`src/rtl/leaky_relu_stream.sv`:
```
// Streaming leaky-ReLU over CH signed lanes with a two-register, backpressured
// pipeline and a saturating counter of negative lanes accepted.
module leaky_relu_stream #(
    parameter int unsigned DATA_W    = 8,
    parameter int unsigned CH        = 4,
    parameter int unsigned SHIFT_MAX = 4,
    parameter int unsigned CNT_W     = 16
) (
    input  logic                                                      clk,
    input  logic                                                      rst_n,
    input  logic [1:0]                                                mode,
    input  logic [((SHIFT_MAX > 0) ? $clog2(SHIFT_MAX + 1) : 1)-1:0] alpha_shift,
    input  logic                                                      in_valid,
    output logic                                                      in_ready,
    input  logic [CH*DATA_W-1:0]                                      in_data,
    input  logic                                                      in_last,
    output logic                                                      out_valid,
    input  logic                                                      out_ready,
    output logic [CH*2*DATA_W-1:0]                                    out_data,
    output logic                                                      out_last,
    input  logic                                                      cnt_clr,
    output logic [CNT_W-1:0]                                          neg_count
);

    localparam int unsigned OUT_W = 2 * DATA_W;
    localparam int unsigned SHW   = (SHIFT_MAX > 0) ? $clog2(SHIFT_MAX + 1) : 1;
    localparam int unsigned NW    = $clog2(CH + 1);
    localparam int unsigned SUM_W = ((CNT_W > NW) ? CNT_W : NW) + 1;

    localparam logic [1:0] MODE_RELU   = 2'b01;
    localparam logic [1:0] MODE_BYPASS = 2'b10;

    logic                  advance;
    logic                  accept;
    logic [SHW-1:0]        shift_clamped;

    logic                  s1_valid;
    logic [CH*DATA_W-1:0]  s1_data;
    logic                  s1_last;
    logic [1:0]            s1_mode;
    logic [SHW-1:0]        s1_shift;

    logic [CH*OUT_W-1:0]   lane_result;
    logic [SHW-1:0]        leak_amt;
    logic [DATA_W-1:0]     lane_x;
    logic [OUT_W-1:0]      lane_ext;
    logic [OUT_W-1:0]      lane_y;

    logic [NW-1:0]         neg_lanes;
    logic [SUM_W-1:0]      cnt_sum;
    logic [CNT_W-1:0]      cnt_next;

    // Both stages move together whenever the output register can take a beat.
    assign in_ready = !out_valid || out_ready;
    assign advance  = in_ready;
    assign accept   = in_valid && in_ready;

    assign shift_clamped = (alpha_shift > SHW'(SHIFT_MAX)) ? SHW'(SHIFT_MAX) : alpha_shift;

    // Stage 1: capture the beat together with its per-beat mode and slope.
    always_ff @(posedge clk or negedge rst_n) begin
        if (!rst_n) begin
            s1_valid <= 1'b0;
            s1_data  <= '0;
            s1_last  <= 1'b0;
            s1_mode  <= '0;
            s1_shift <= '0;
        end else if (advance) begin
            s1_valid <= in_valid;
            s1_data  <= in_data;
            s1_last  <= in_last;
            s1_mode  <= mode;
            s1_shift <= shift_clamped;
        end
    end

    // Per-lane activation: positive lanes and bypass scale by 2^SHIFT_MAX,
    // negative leaky lanes scale by 2^(SHIFT_MAX-s); OUT_W leaves headroom.
    always_comb begin
        lane_result = '0;
        lane_x      = '0;
        lane_ext    = '0;
        lane_y      = '0;
        leak_amt    = SHW'(SHIFT_MAX) - s1_shift;
        for (int k = 0; k < int'(CH); k++) begin
            lane_x   = s1_data[k*DATA_W +: DATA_W];
            lane_ext = {{DATA_W{lane_x[DATA_W-1]}}, lane_x};
            lane_y   = lane_ext << SHIFT_MAX;
            if (lane_x[DATA_W-1]) begin
                case (s1_mode)
                    MODE_RELU:   lane_y = '0;
                    MODE_BYPASS: lane_y = lane_ext << SHIFT_MAX;
                    default:     lane_y = lane_ext << leak_amt;
                endcase
            end
            lane_result[k*OUT_W +: OUT_W] = lane_y;
        end
    end

    // Stage 2: output register, held stable while the sink stalls.
    always_ff @(posedge clk or negedge rst_n) begin
        if (!rst_n) begin
            out_valid <= 1'b0;
            out_data  <= '0;
            out_last  <= 1'b0;
        end else if (advance) begin
            out_valid <= s1_valid;
            out_data  <= lane_result;
            out_last  <= s1_last;
        end
    end

    // Negative-lane count of the incoming beat and saturating next counter value.
    always_comb begin
        neg_lanes = '0;
        for (int k = 0; k < int'(CH); k++) begin
            neg_lanes = neg_lanes + NW'(in_data[k*DATA_W + DATA_W - 1]);
        end
        cnt_sum  = (cnt_clr ? SUM_W'(0) : SUM_W'(neg_count))
                 + (accept ? SUM_W'(neg_lanes) : SUM_W'(0));
        cnt_next = (cnt_sum > SUM_W'({CNT_W{1'b1}})) ? {CNT_W{1'b1}} : CNT_W'(cnt_sum);
    end

    // Counter update; a clear together with an acceptance loads that beat's count.
    always_ff @(posedge clk or negedge rst_n) begin
        if (!rst_n) begin
            neg_count <= '0;
        end else if (accept || cnt_clr) begin
            neg_count <= cnt_next;
        end
    end

endmodule

```
`config.mk`:
```
export PLATFORM = sky130hd
export DESIGN_NAME = leaky_relu_stream
export DESIGN_NICKNAME = d
export VERILOG_FILES = /design/src/rtl/leaky_relu_stream.sv
export SDC_FILE = /design/constraint.sdc
export NUM_CORES = 1
export LEC_CHECK = 0
export ABC_CLOCK_PERIOD_IN_PS = 2600
export CELL_PAD_IN_SITES_DETAIL_PLACEMENT = 1
export CELL_PAD_IN_SITES_GLOBAL_PLACEMENT = 2
export CORE_MARGIN = 2
export CORE_UTILIZATION = 35
export DETAILED_ROUTE_END_ITERATION = 12
export DONT_BUFFER_PORTS = 1
export PLACE_DENSITY_LB_ADDON = 0.08
export SKIP_LAST_GASP = 1
export SLEW_MARGIN = 20
export SYNTH_ARGS = -nofsm -noshare
export SYNTH_HDL_FRONTEND = slang
export SYNTH_SLANG_ARGS = --single-unit
```
`constraint.sdc`:
```
create_clock -name clk -period 2.6 [get_ports clk]
set_input_delay 0.39 -clock clk [delete_from_list [all_inputs] [get_ports clk]]
set_output_delay 0.39 -clock clk [all_outputs]
set_load 0.03 [all_outputs]
```
==> qor.yml <==
async_reset_ff_frac: 1.00
cts_resized: 0
p_leak_nw: 3.19
cts_max_level: 4
syn_inst: 669
synth_edf_count: 0
drive_above_1_share: 0.110
p_switching_mw: 2.41
slowest_delay_ns: 0.47
drc: 0
cp_max_fo: 8
synth_area_per_cell_um2: 9.14
path_clk_slew_ns: 0.06
row_count: 48
pwr-share-clk: 0.343
cts_tree: "done"
die_y_um: 136
startpoint_type: "primary input"
grt_overflow: 0
synth_mux_area_frac: 0.0911
synth_top_family_by_area: "simple AND/OR/NAND/NOR gates"
nNetsFinal: 721
maxSlewHeadroom: 0.319
grt_pass1_wl_um: 30200
hpwl_um: 13100
synthesis.nets: 721
ys_dominant_reg_cell: "dfrtp_1"
tns_ns: 0
power.share.switching: 0.379
pwr-share-seq: 0.458
synth_fa_ha_area_frac: 0.0209
antenna_found_initial: 0
intPower_mw: 3.94
post-route-period-util: 0.912
numCtsBuffers: 17
grtUsageTotal: 0.212
vias: 4996
setup_viol: 0
clock-sinks: 117
dp_slack_ns: -0.223
root_buffer: "clkbuf_16"
synth_top_area_share: 0.479
crit_top_cell: "ha_1"
post_cts_buffers: 0
hold_viol_final: 117
path_class: "in -> reg"
nFillCells: 1996
syn2layout_area_growth_pct: 14.0
synth_compound_area_frac: 0.157
fin_total_pwr_mw: 6.35
stdcell_count: 906
hold_path.class: "in -> async"
grt_max_degree: 118
drv_slew: 0
hold_slack_ns: -0.337
final_common_cell: "nand2_1"
ff_latch_area_um2: 2930
max-vdd-ir-drop_mv: 0.470
dpl.cell_count: 875
cp_num_buf_inv: 0
path_delay_family: "adder cells"
die_area_um2: 18500
critPathCaptureType: "flop"
die_w_um: 136
crit_start: "in_data[7]"
synth_xor_xnor_area_share: 0.00430
reg2reg_from: "out_valid$_DFFE_PN0N_"
synth_seq_cells: 117
rrSetupSlack_ns: 0.30
setup_ws_ns: 0.229
start_util: 0.356
antenna_cells: 0
layout_common_cells: "nand2_1, dfrtp_1, nor2_1, a21oi_1, mux2i_1"
maxCapViolations: 0
yosys.area_share.simple: 0.210
wl_per_cell_um: 20.9
clk_path_buf_depth: 2
io_buffers: 0
maxClockFrequency_mhz: 422
combPwrFrac: 0.199
ys_warn_count: 0
first_iter_violations: 241
grt_setup_unrepaired: "false"
ys_top_cells_by_area: "dfrtp_1, nand2_1, mux2i_1"
power.density_nw_per_um2: 912
via_per_inst: 5.51
ys_seq_area_frac: 0.479
cp_slowest_cell: "fa_1"
synth_cell_types: 58
path_cells: "fa_1, ha_1, ha_1, and3_4, fa_2, a21oi_4, nor4_4, a31oi_1, a311oi_1"
placed_area_um2: 6420
insertion_delay_ns: 0.42
synth_largest_area_cell: "dfrtp_1"
fin_area_um2: 6970
skew_ns: 0.0141
status: "complete, but fails checks"
period_minus_slack_ns: 2.37
violations: "negative hold slack"
core_um2: 17200
first_global_vias: 5321
crit_required_ns: 2.92
pin_count: 126
multi_input_area_um2: 3010
final_util: 0.406
antenna_left: 0
dr.pass1.iters: 4
tightest_slew_ns: 1.02
routed_wirelength_um: 18900
gp_congestion: 0.798
arrival_ns: 2.69
syn_area_um2: 6110
worst register-to-register path: stages, from the launching register on:
cell and delay [ns]:
dfrtp_1 0.34, nor2b_4 0.19, clkinv_2 0.13, and3_1 0.21, ha_2 0.19, fa_2 0.38
a21oi_4 0.19, nor2_1 0.08, nand4_2 0.21, buf_4 0.17, a31oi_1 0.08
power groups by stage:
stage / Clock [mW] / Combinational (mW) / Sequential, mW
CTS: 2.24 / 1.28 / 2.92
detailed placement: 0 / 1.27 / 2.95
global route: 2.32 / 1.42 / 2.96
global placement: 0 / 1.25 / 2.94
finish: 2.18 / 1.26 / 2.91
floorplan: 0 / 1.00 / 2.80
path summary, 6_finish.rpt:
check	end	cells past startpoint
max	neg_count[14]$_DFFE_PN0P_	9
min	out_data[19]$_DFFE_PN0N_	0
max in group asynchronous	s1_data[1]$_DFFE_PN0N_	0
min in group clk	neg_count[6]$_DFFE_PN0P_	1
max reg2reg	neg_count[2]$_DFFE_PN0P_	10
min reg2reg	out_valid$_DFFE_PN0N_	1
routing by layer:
metal / wire length, um / part of all wire / track usage
met1: 8420 / 0.45 / 0.284
met4: 174 / 0.0092 / 0.0660
met2: 9080 / 0.48 / 0.329
met3: 1220 / 0.064 / 0.0626
met5: 0 / 0 / 0
final cells by class:
cell class	instances	share of cell area
tap	225	0.0404
clock inverter	10	0.0119
clock buffer	21	0.0661
inverter	5	0.00287
sequential	117	0.420
multi-input combinational	505	0.432
timing repair buffer	23	0.0266
state kept, by name, indices dropped and copies added (netlist names):
| signal | cells |
|---|---|
| out_last | 1 |
| s1_mode | 2 |
| s1_valid | 1 |
| out_valid | 1 |
| out_data | 60 |
| s1_last | 1 |
| neg_count | 16 |
| s1_data | 32 |
| s1_shift | 3 |
cell usage after synthesis (all sizes together), types with 2 or more instances:
cell type / n
nand2: 171
dfrtp: 117
nor2: 68
a21oi: 64
mux2i: 41
buf: 28
o21ai: 23
clkbuf: 14
nand3: 13
a22oi: 9
and3: 9
ha: 7
nor2b: 7
a221oi: 6
and2: 6
a31oi: 5
mux4: 5
nor3: 5
a211oi: 4
a21o: 4
a311oi: 4
a32o: 4
inv: 4
nand2b: 4
a222oi: 3
a41oi: 3
and4: 3
nand3b: 3
nand4: 3
o2111a: 3
o21bai: 3
o2bb2ai: 3
a31o: 2
a41o: 2
fa: 2
mux2: 2
nor4: 2
or2: 2
xnor2: 2
cells by family after synthesis:
group / after synthesis
DFF: 117
xor gates and xnor gates: 3
muxes: 48
buffers and inverters: 47
and+or+nand+nor: 298
adders and majority gates: 9
AOI/OAI and AO/OA: 147
Note: power is estimated with default switching activity, not from simulation.
